[config.mk]
export PLATFORM = sky130hd
export DESIGN_NAME = imem_fetch_ctrl
export DESIGN_NICKNAME = d
export VERILOG_FILES = /design/src/rtl/imem_fetch_ctrl.sv
export SDC_FILE = /design/constraint.sdc
export NUM_CORES = 1
export LEC_CHECK = 0
export BUFFER_PORTS_ARGS = -buffer_cell sky130_fd_sc_hd__clkbuf_2
export CAP_MARGIN = 20
export CORE_MARGIN = 5
export CORE_UTILIZATION = 53
export DETAILED_ROUTE_END_ITERATION = 10
export HOLD_SLACK_MARGIN = 0.03
export PLACE_DENSITY = 0.85
export SLEW_MARGIN = 10
export SYNTH_ARGS = -nofsm -noshare
export SYNTH_HDL_FRONTEND = slang
export SYNTH_SLANG_ARGS = --single-unit
export TNS_END_PERCENT = 100
[constraint.sdc]
create_clock -name clk -period 2.6 [get_ports clk]
set_clock_uncertainty 0.2 [all_clocks]
set_input_delay 0.13 -clock clk [delete_from_list [all_inputs] [get_ports clk]]
set_output_delay 0.13 -clock clk [all_outputs]
set_load 0.02 [all_outputs]
[src/rtl/imem_fetch_ctrl.sv]
// Instruction fetch controller: PC register, IDLE/FETCH/HALT sequencer and a
// 2-entry {pc, inst} buffer in front of decode, with redirect-driven flushes.
module imem_fetch_ctrl #(
    parameter int unsigned MEM_WORDS = 10,
    parameter logic [31:0] RESET_PC  = 32'h0000_0000
) (
    input  logic        clk,
    input  logic        rst_n,
    input  logic        run,
    output logic [31:0] Addr,
    input  logic [31:0] Inst,
    input  logic        redirect_valid,
    input  logic [31:0] redirect_pc,
    output logic        out_valid,
    input  logic        out_ready,
    output logic [31:0] out_inst,
    output logic [31:0] out_pc,
    output logic        halted
);
    localparam logic [31:0] PC_LIMIT = 32'(MEM_WORDS * 4);

    typedef enum logic [1:0] {S_IDLE, S_FETCH, S_HALT} state_t;

    state_t      r_state, w_state_next;
    logic [31:0] r_pc, w_pc_next;
    logic [1:0]  r_count, w_count_next;
    logic        r_rd_ptr, r_wr_ptr;
    logic [31:0] r_fifo_pc   [2];
    logic [31:0] r_fifo_inst [2];
    logic        r_halted;

    logic        w_pop, w_push;
    logic        w_pc_in_range, w_redir_in_range;
    logic [31:0] w_redir_target;

    assign w_redir_target   = redirect_pc & ~32'd3;
    assign w_pc_in_range    = (r_pc < PC_LIMIT);
    assign w_redir_in_range = (w_redir_target < PC_LIMIT);

    assign out_valid = (r_count != 2'd0);
    assign out_inst  = r_fifo_inst[r_rd_ptr];
    assign out_pc    = r_fifo_pc[r_rd_ptr];
    assign Addr      = r_pc;
    assign halted    = r_halted;

    assign w_pop  = out_valid && out_ready;
    assign w_push = (r_state == S_FETCH) && run && w_pc_in_range && !redirect_valid
                    && ((r_count != 2'd2) || w_pop);

    always_comb begin
        w_state_next = r_state;
        w_pc_next    = r_pc;
        w_count_next = r_count;
        if (redirect_valid) begin
            // Redirect wins over everything; a pop this cycle is simply absorbed by the flush.
            w_pc_next    = w_redir_target;
            w_count_next = 2'd0;
            if (!w_redir_in_range)
                w_state_next = S_HALT;
            else if (run || (r_state == S_HALT))
                w_state_next = S_FETCH;
            else
                w_state_next = S_IDLE;
        end else begin
            case (r_state)
                S_IDLE:  if (run) w_state_next = S_FETCH;
                S_FETCH: begin
                    if (!w_pc_in_range)
                        w_state_next = S_HALT;
                    else if (!run)
                        w_state_next = S_IDLE;
                end
                S_HALT:  w_state_next = S_HALT;
                default: w_state_next = S_IDLE;
            endcase
            if (w_push)
                w_pc_next = r_pc + 32'd4;
            w_count_next = r_count + {1'b0, w_push} - {1'b0, w_pop};
        end
    end

    always_ff @(posedge clk or negedge rst_n) begin
        if (!rst_n) begin
            r_state  <= S_IDLE;
            r_pc     <= RESET_PC;
            r_count  <= 2'd0;
            r_rd_ptr <= 1'b0;
            r_wr_ptr <= 1'b0;
            r_halted <= 1'b0;
            for (int i = 0; i < 2; i++) begin
                r_fifo_pc[i]   <= 32'd0;
                r_fifo_inst[i] <= 32'd0;
            end
        end else begin
            r_state  <= w_state_next;
            r_pc     <= w_pc_next;
            r_count  <= w_count_next;
            r_halted <= (w_state_next == S_HALT);
            if (redirect_valid) begin
                r_rd_ptr <= 1'b0;
                r_wr_ptr <= 1'b0;
            end else begin
                if (w_push) begin
                    r_fifo_pc[r_wr_ptr]   <= r_pc;
                    r_fifo_inst[r_wr_ptr] <= Inst;
                    r_wr_ptr              <= ~r_wr_ptr;
                end
                if (w_pop)
                    r_rd_ptr <= ~r_rd_ptr;
            end
        end
    end
endmodule

==> results of run 1 <==
final timing paths:
path	from	to	slack, ns	depth (start not counted)
max	Addr[18]	Addr[3]	0.08	7
max reg2reg	Addr[18]	Addr[3]	0.08	7
max in group asynchronous	rst_n	r_rd_ptr	1.20	3
min in group clk	r_fifo_pc[40]	r_fifo_pc[40]	0.28	1
min reg2reg	r_fifo_pc[40]	r_fifo_pc[40]	0.28	1
min	rst_n	r_fifo_inst[25]	0.14	2
layout by cell type (no fill, tap or decap), types with 5 or more instances in the layout:
master           n
dfrtp_1        160
nor4_1           9
dlygate4sd3_1   68
nand4_1          5
o21ai_0          6
clkbuf_2       159
buf_4           18
and2_1          27
clkbuf_16       18
nor2_1           9
mux2_1          30
mux2_2         126
nor2b_1         29
clkinv_2         5
xnor2_1          5
registers in the layout, indices dropped and copies added (netlist names):
register,flops
Addr,30
r_rd_ptr,1
r_fifo_pc,60
r_count,2
r_wr_ptr,1
r_fifo_inst,64
halted,1
r_state,2
per-stage QoR:
step                setup TNS (ns)  std cells  hold slack, ns
detailed placement          -0.101        796          0.0169
global route                -0.417        906           0.201
finish                           0        906           0.140
CTS                              0        896           0.151
global placement                 0        796        -0.00359
floorplan                        0        475          -0.366
kinds of logic after synthesis:
| kind of cell | after synthesis | share of synthesized area (%) |
|---|---|---|
| fa+ha+maj | 3 | 0.554 |
| xor+xnor | 6 | 0.776 |
| other cells | 1 | 0.0554 |
| mux | 162 | 26.9 |
| compound gates | 12 | 1.16 |
| flops | 161 | 59.5 |
| buf+inv | 32 | 2.27 |
| simple gates | 95 | 8.81 |
area by class of cell:
class / instances / area [um2]
well taps: 172 / 215
diodes: 1 / 2.50
multi-input cells: 282 / 2680
repair buffers: 253 / 1750
flip-flops and latches: 161 / 4030
clock inverters: 11 / 160
clock buffers: 21 / 460
inverters: 5 / 18.8
fillers: 736 / 3240
layer usage:
layer  share of wire [%]  GRT usage (%)  vias up
met5                   0              0        -
met3                 6.4           5.63       44
li1                    -              -     2155
met2                  50           38.6      187
met1                  41           28.1     2391
met4                 2.5           9.13        0
what timing repair did:
action	in CTS	in global routing
hold buffers	68	0
pin swaps	0	7
endpoints found under the hold margin	176	0
setup endpoints to repair	26	47
resized for setup	2	21
gates cloned	0	2
setup buffers	0	7
where the power goes:
group	leakage [nW]	internal, mW	total, mW	switching [mW]
Combinational	2.35	0.352	0.752	0.401
Sequential	2.17	2.57	2.66	0.0891
Clock	0.303	1.65	2.62	0.968
worst max-delay path, stage by stage (launching register included):
cell	delay, ns
dfrtp_1	0.42
nor4_4	0.33
nand4_1	0.25
buf_4	0.21
buf_4	0.13
nor3_1	0.49
mux2i_1	0.27
a21oi_1	0.11
==> results.yml, run 1 <==
logic_synthesis:
  synthArstFlopShare_pct: 100
  ys_ff_latch: 161
  synthesis.instances: 472
  synthTopCellsByCount: "161 x dfrtp_1, 126 x mux2_2, 34 x mux2_1, 29 x nor2b_1, 27 x and2_1"
  synth_area_um2: 6770
  ys_seq_area_share_pct: 59.5
  synth-edff-count: 0
  synth_most_common_cell: "dfrtp_1"
  synth.distinct_cells: 29
  yosys.area.top_type: "dfrtp_1"
  avgSynthCellArea_um2: 14.4
  synth_flop_cell: "dfrtp_1"
  synth_area_leaders: "dfrtp_1 59%, mux2_2 21%, mux2_1 5.7%, nor2b_1 2.7%, and2_1 2.5%"
  ys_warn_count: 0
  synth_top_area_share_pct: 59.5
floorplan:
  row_count: 41
  die_w_um: 123
  core_area_um2: 12600
  io_pins: 167
  die-area_um2: 15100
  initial_core_util_pct: 53.9
  fp.dieH_um: 123
worst_setup_path:
  crit_type: "reg -> reg"
  crit_path_end_kind: "flop"
  cp-start-kind: "flop"
  crit_fanout: 3
  arrival_ns: 2.62
  cp.required_ns: 2.70
placement:
  port_buffers: 160
  pre_cts_ws_ns: -0.0723
  post_dp_cell_area_um2: 7840
  place_congestion: 0.833
  dp_hpwl_um: 10100
global_routing:
  grt_pass1_wl_um: 26600
  antenna_found_initial: 1
  grt_pass1_vias: 5242
  overflow: 0
  grt_max_degree: 81
  grt_use_total_pct: 22.8
timing:
  rsz0062_at_grt: "true"
  relSlewSlack_pct: 51.5
  min_period_ns: 2.52
  worst_slew_pin_slew_ns: 0.728
  fin_crit_sh_pct: 97.1
  fmax_mhz: 396
  drv_slew: 0
  hold_violations: 0
  setup_ws_ns: 0.0766
  setup_viol: 0
run:
  cap_violations: 0
cells_and_area:
  drive_above_1_share_pct: 49.0
  fin_util_pct: 74.2
  area_growth_pct: 37.6
  nNetsFinal: 792
  stdcell_area_um2: 9320
clocking:
  clkLatencyLatePin_ns: 0.42
  cts.sinks: 161
  cts_tree: "yes"
  clk_pin_slew_ns: 0.06
  root_buffer: "clkbuf_16"
  cts_buffers: 17
  cts_max_level: 4
  clockBufferDepth: 2
power:
  total_power_mw: 6.03
  leakage_nw: 4.82
  peakVddDrop_mv: 0.498
  powerDensity_nw_per_um2: 646
detailed_routing:
  first_iter_violations: 208
  wl_per_cell_um: 19.0
  drt-total-wl_um: 17200
  drcViolationCount: 0
  ant_nets: 0
  firstDrtPassIters: 4
  via_per_inst: 5.27
  vias: 4777
status:
  status: "completed"
hold_path:
  hold_class: "in -> async"
No activity file was read; power rests on OpenSTA's default activity.
==> run 2: changes to the inputs <==
ABC_AREA = 1   (was not set)
CORE_UTILIZATION = 54   (was 53)
PLACE_DENSITY = 0.86   (was 0.85)
==> results.yml, run 2 <==
status:
  status: "completed"
timing:
  setup_ws_ns: 0.299
  fmax_mhz: 435
  worst_slew_pin_slew_ns: 0.713
  drv_slew: 0
  fin_crit_sh_pct: 88.5
  min_period_ns: 2.30
  setup_viol: 0
  tns_ns: 0
  hold_violations: 0
  rsz0062_at_grt: "false"
  relSlewSlack_pct: 52.5
logic_synthesis:
  avgSynthCellArea_um2: 7.89
  synth_compound_area_share_pct: 0.747
  synth_flop_cell: "dfrtp_1"
  synth_area_um2: 7370
  synth_fa_ha_area_share_pct: 0.509
  synth-edff-count: 0
  synth_mux_area_share_pct: 0
  ys_seq_area_share_pct: 54.7
  ys_ff_latch: 161
  yosys.area.top_type: "dfrtp_1"
  synth_top_family_by_area: "simple AND/OR/NAND/NOR gates"
  synthArstFlopShare_pct: 100
  synth_top_area_share_pct: 54.7
  synthesis.instances: 934
  ys_warn_count: 0
  synth_xor_xnor_area_share_pct: 0.475
  synth_area_leaders: "dfrtp_1 55%, nand2_1 24%, nand4_1 6.2%, inv_2 2.8%, nand3_1 2.4%"
  synth_most_common_cell: "nand2_1"
  synth.distinct_cells: 25
  synthTopCellsByCount: "469 x nand2_1, 161 x dfrtp_1, 73 x nand4_1, 55 x inv_2, 37 x nor2_1"
  synth-simple-area-share_pct: 35.5
worst_setup_path:
  crit_fanout: 3
  crit_path_end_kind: "flop"
  arrival_ns: 2.40
  cp-start-kind: "flop"
  crit_type: "reg -> reg"
  cp.required_ns: 2.70
floorplan:
  die-area_um2: 16100
  core_area_um2: 13300
  initial_core_util_pct: 55.4
  row_count: 42
  die_w_um: 127
  io_pins: 167
  fp.dieH_um: 127
clocking:
  root_buffer: "clkbuf_16"
  cts_buffers: 17
  cts_max_level: 4
  clk_pin_slew_ns: 0.06
  clockBufferDepth: 2
  clkLatencyLatePin_ns: 0.43
  cts.sinks: 161
  cts_tree: "yes"
  ctsResizeCount: 0
power:
  netSwitchingFraction_pct: 23.5
  powerDensity_nw_per_um2: 595
  seqPwrFrac_pct: 44.8
  power_frac_clock_pct: 46.6
  p_sw_mw: 1.37
  total_power_mw: 5.84
  leakage_nw: 5.73
  p_comb_share_pct: 8.6
  p_int_mw: 4.47
  peakVddDrop_mv: 0.425
detailed_routing:
  ant_nets: 0
  vias: 7544
  wl_per_cell_um: 17.2
  first_iter_violations: 747
  firstDrtPassIters: 5
  drt-total-wl_um: 23200
  drcViolationCount: 0
  via_per_inst: 5.57
global_routing:
  grt_pass1_wl_um: 37400
  grt_pass1_vias: 7575
  antenna_found_initial: 1
  overflow: 0
  grt_use_total_pct: 29.3
  grt_max_degree: 68
run:
  cap_violations: 0
cells_and_area:
  area_growth_pct: 33.1
  stdcell_count: 1354
  regArea_um2: 4030
  layout_commonest_cell: "nand2_1"
  layout_common_cells: "469 x nand2_1, 160 x dfrtp_1, 159 x clkbuf_2"
  top_register: "r_fifo_inst"
  nNetsFinal: 1236
  stdcell_area_um2: 9810
  num-fill-cells: 904
  multi_input_area_um2: 2760
  largest_register_ff_count: 64
  drive_above_1_share_pct: 23.0
placement:
  post_dp_cell_area_um2: 8260
  pre_cts_ws_ns: 0.516
  port_buffers: 160
  dp_hpwl_um: 11500
  dp.cells: 1230
  place_congestion: 0.810
hold_path:
  hold_class: "in -> async"
[run 2: changes by cell type in the layout (fill, tap and decap cells not counted), sizes merged, moves of 3 or more]
cell | previous run | this run
nor4b | 3 | 0
xnor2 | 6 | 2
nor2b | 29 | 0
nor2 | 10 | 39
mux2 | 160 | 0
dlygate4sd3 | 68 | 91
nor4 | 12 | 0
and2 | 27 | 0
buf | 25 | 20
nand4 | 5 | 73
nand2 | 3 | 470
clkinv | 5 | 2
inv | 5 | 68
nand3 | 2 | 37
[run 2: cell type report]
cell class                      instances  area share (%)
Sequential cell                       161            41.1
Multi-Input combinational cell        646            28.2
Timing Repair Buffer                  270            19.3
Clock buffer                           23            4.97
Inverter                               68            2.60
Tap cell                              176            2.24
Clock inverter                          9            1.56
Antenna cell                            1          0.0255
[run 2: worst max-delay path: stages (launching register included)]
cell and delay, ns:
dfrtp_1 0.43, nor2_1 0.17, nand2_1 0.08, nor2_1 0.16, nand2_2 0.13, inv_1 0.09
nand3_1 0.10, ha_1 0.32, inv_1 0.05, ha_1 0.19, xor2_1 0.18, nor2_1 0.06
[run 2: metrics by stage]
step / hold slack [ns] / util [%]
after CTS: 0.0944 / 73.8
final: 0.0872 / 73.8
after floorplan: -0.366 / -
after detailed placement: -0.0216 / 62.1
after global routing: 0.157 / 73.8
after global placement: -0.0195 / 62.1
[run 2: power by group through the flow]
stage	logic, mW	clock network (mW)	registers (mW)
CTS	0.459	2.71	2.60
detailed placement	0.351	0	2.65
global placement	0.346	0	2.65
floorplan	0.106	0	2.69
finish	0.501	2.72	2.62
global route	0.538	2.84	2.62
[run 2: cells by family after synthesis]
family,Yosys count
other,1
AOI/OAI and AO/OA,11
buffers and inverters,130
adders and majority gates,3
DFF,161
and+or+nand+nor,624
xor gates and xnor gates,4
[run 2: worst paths after layout]
path,to,start,cells past startpoint,slack (ns)
worst min-delay path,r_fifo_inst[55],rst_n,2,0.09
worst max register to register,r_count[1],Addr[9],11,0.30
max in group asynchronous,r_fifo_pc[63],rst_n,3,1.36
worst min register to register,r_fifo_pc[50],r_fifo_pc[50],2,0.27
worst max-delay path,r_count[1],Addr[9],11,0.30
min in group clk,r_fifo_pc[50],r_fifo_pc[50],2,0.27
[run 2: metal layers]
metal,routed length [um],vias to the layer above,track usage (%),share of wire (%)
met5,0,-,0,0
met4,1400,0,18.5,6.0
met3,1950,121,6.05,8.4
met2,11600,501,48.7,50
met1,8320,3564,34.7,36
li1,-,3358,-,-
[run 2: timing repair]
action	CTS	global route
endpoints found under the hold margin	239	0
buffers inserted	0	0
hold buffers	91	0
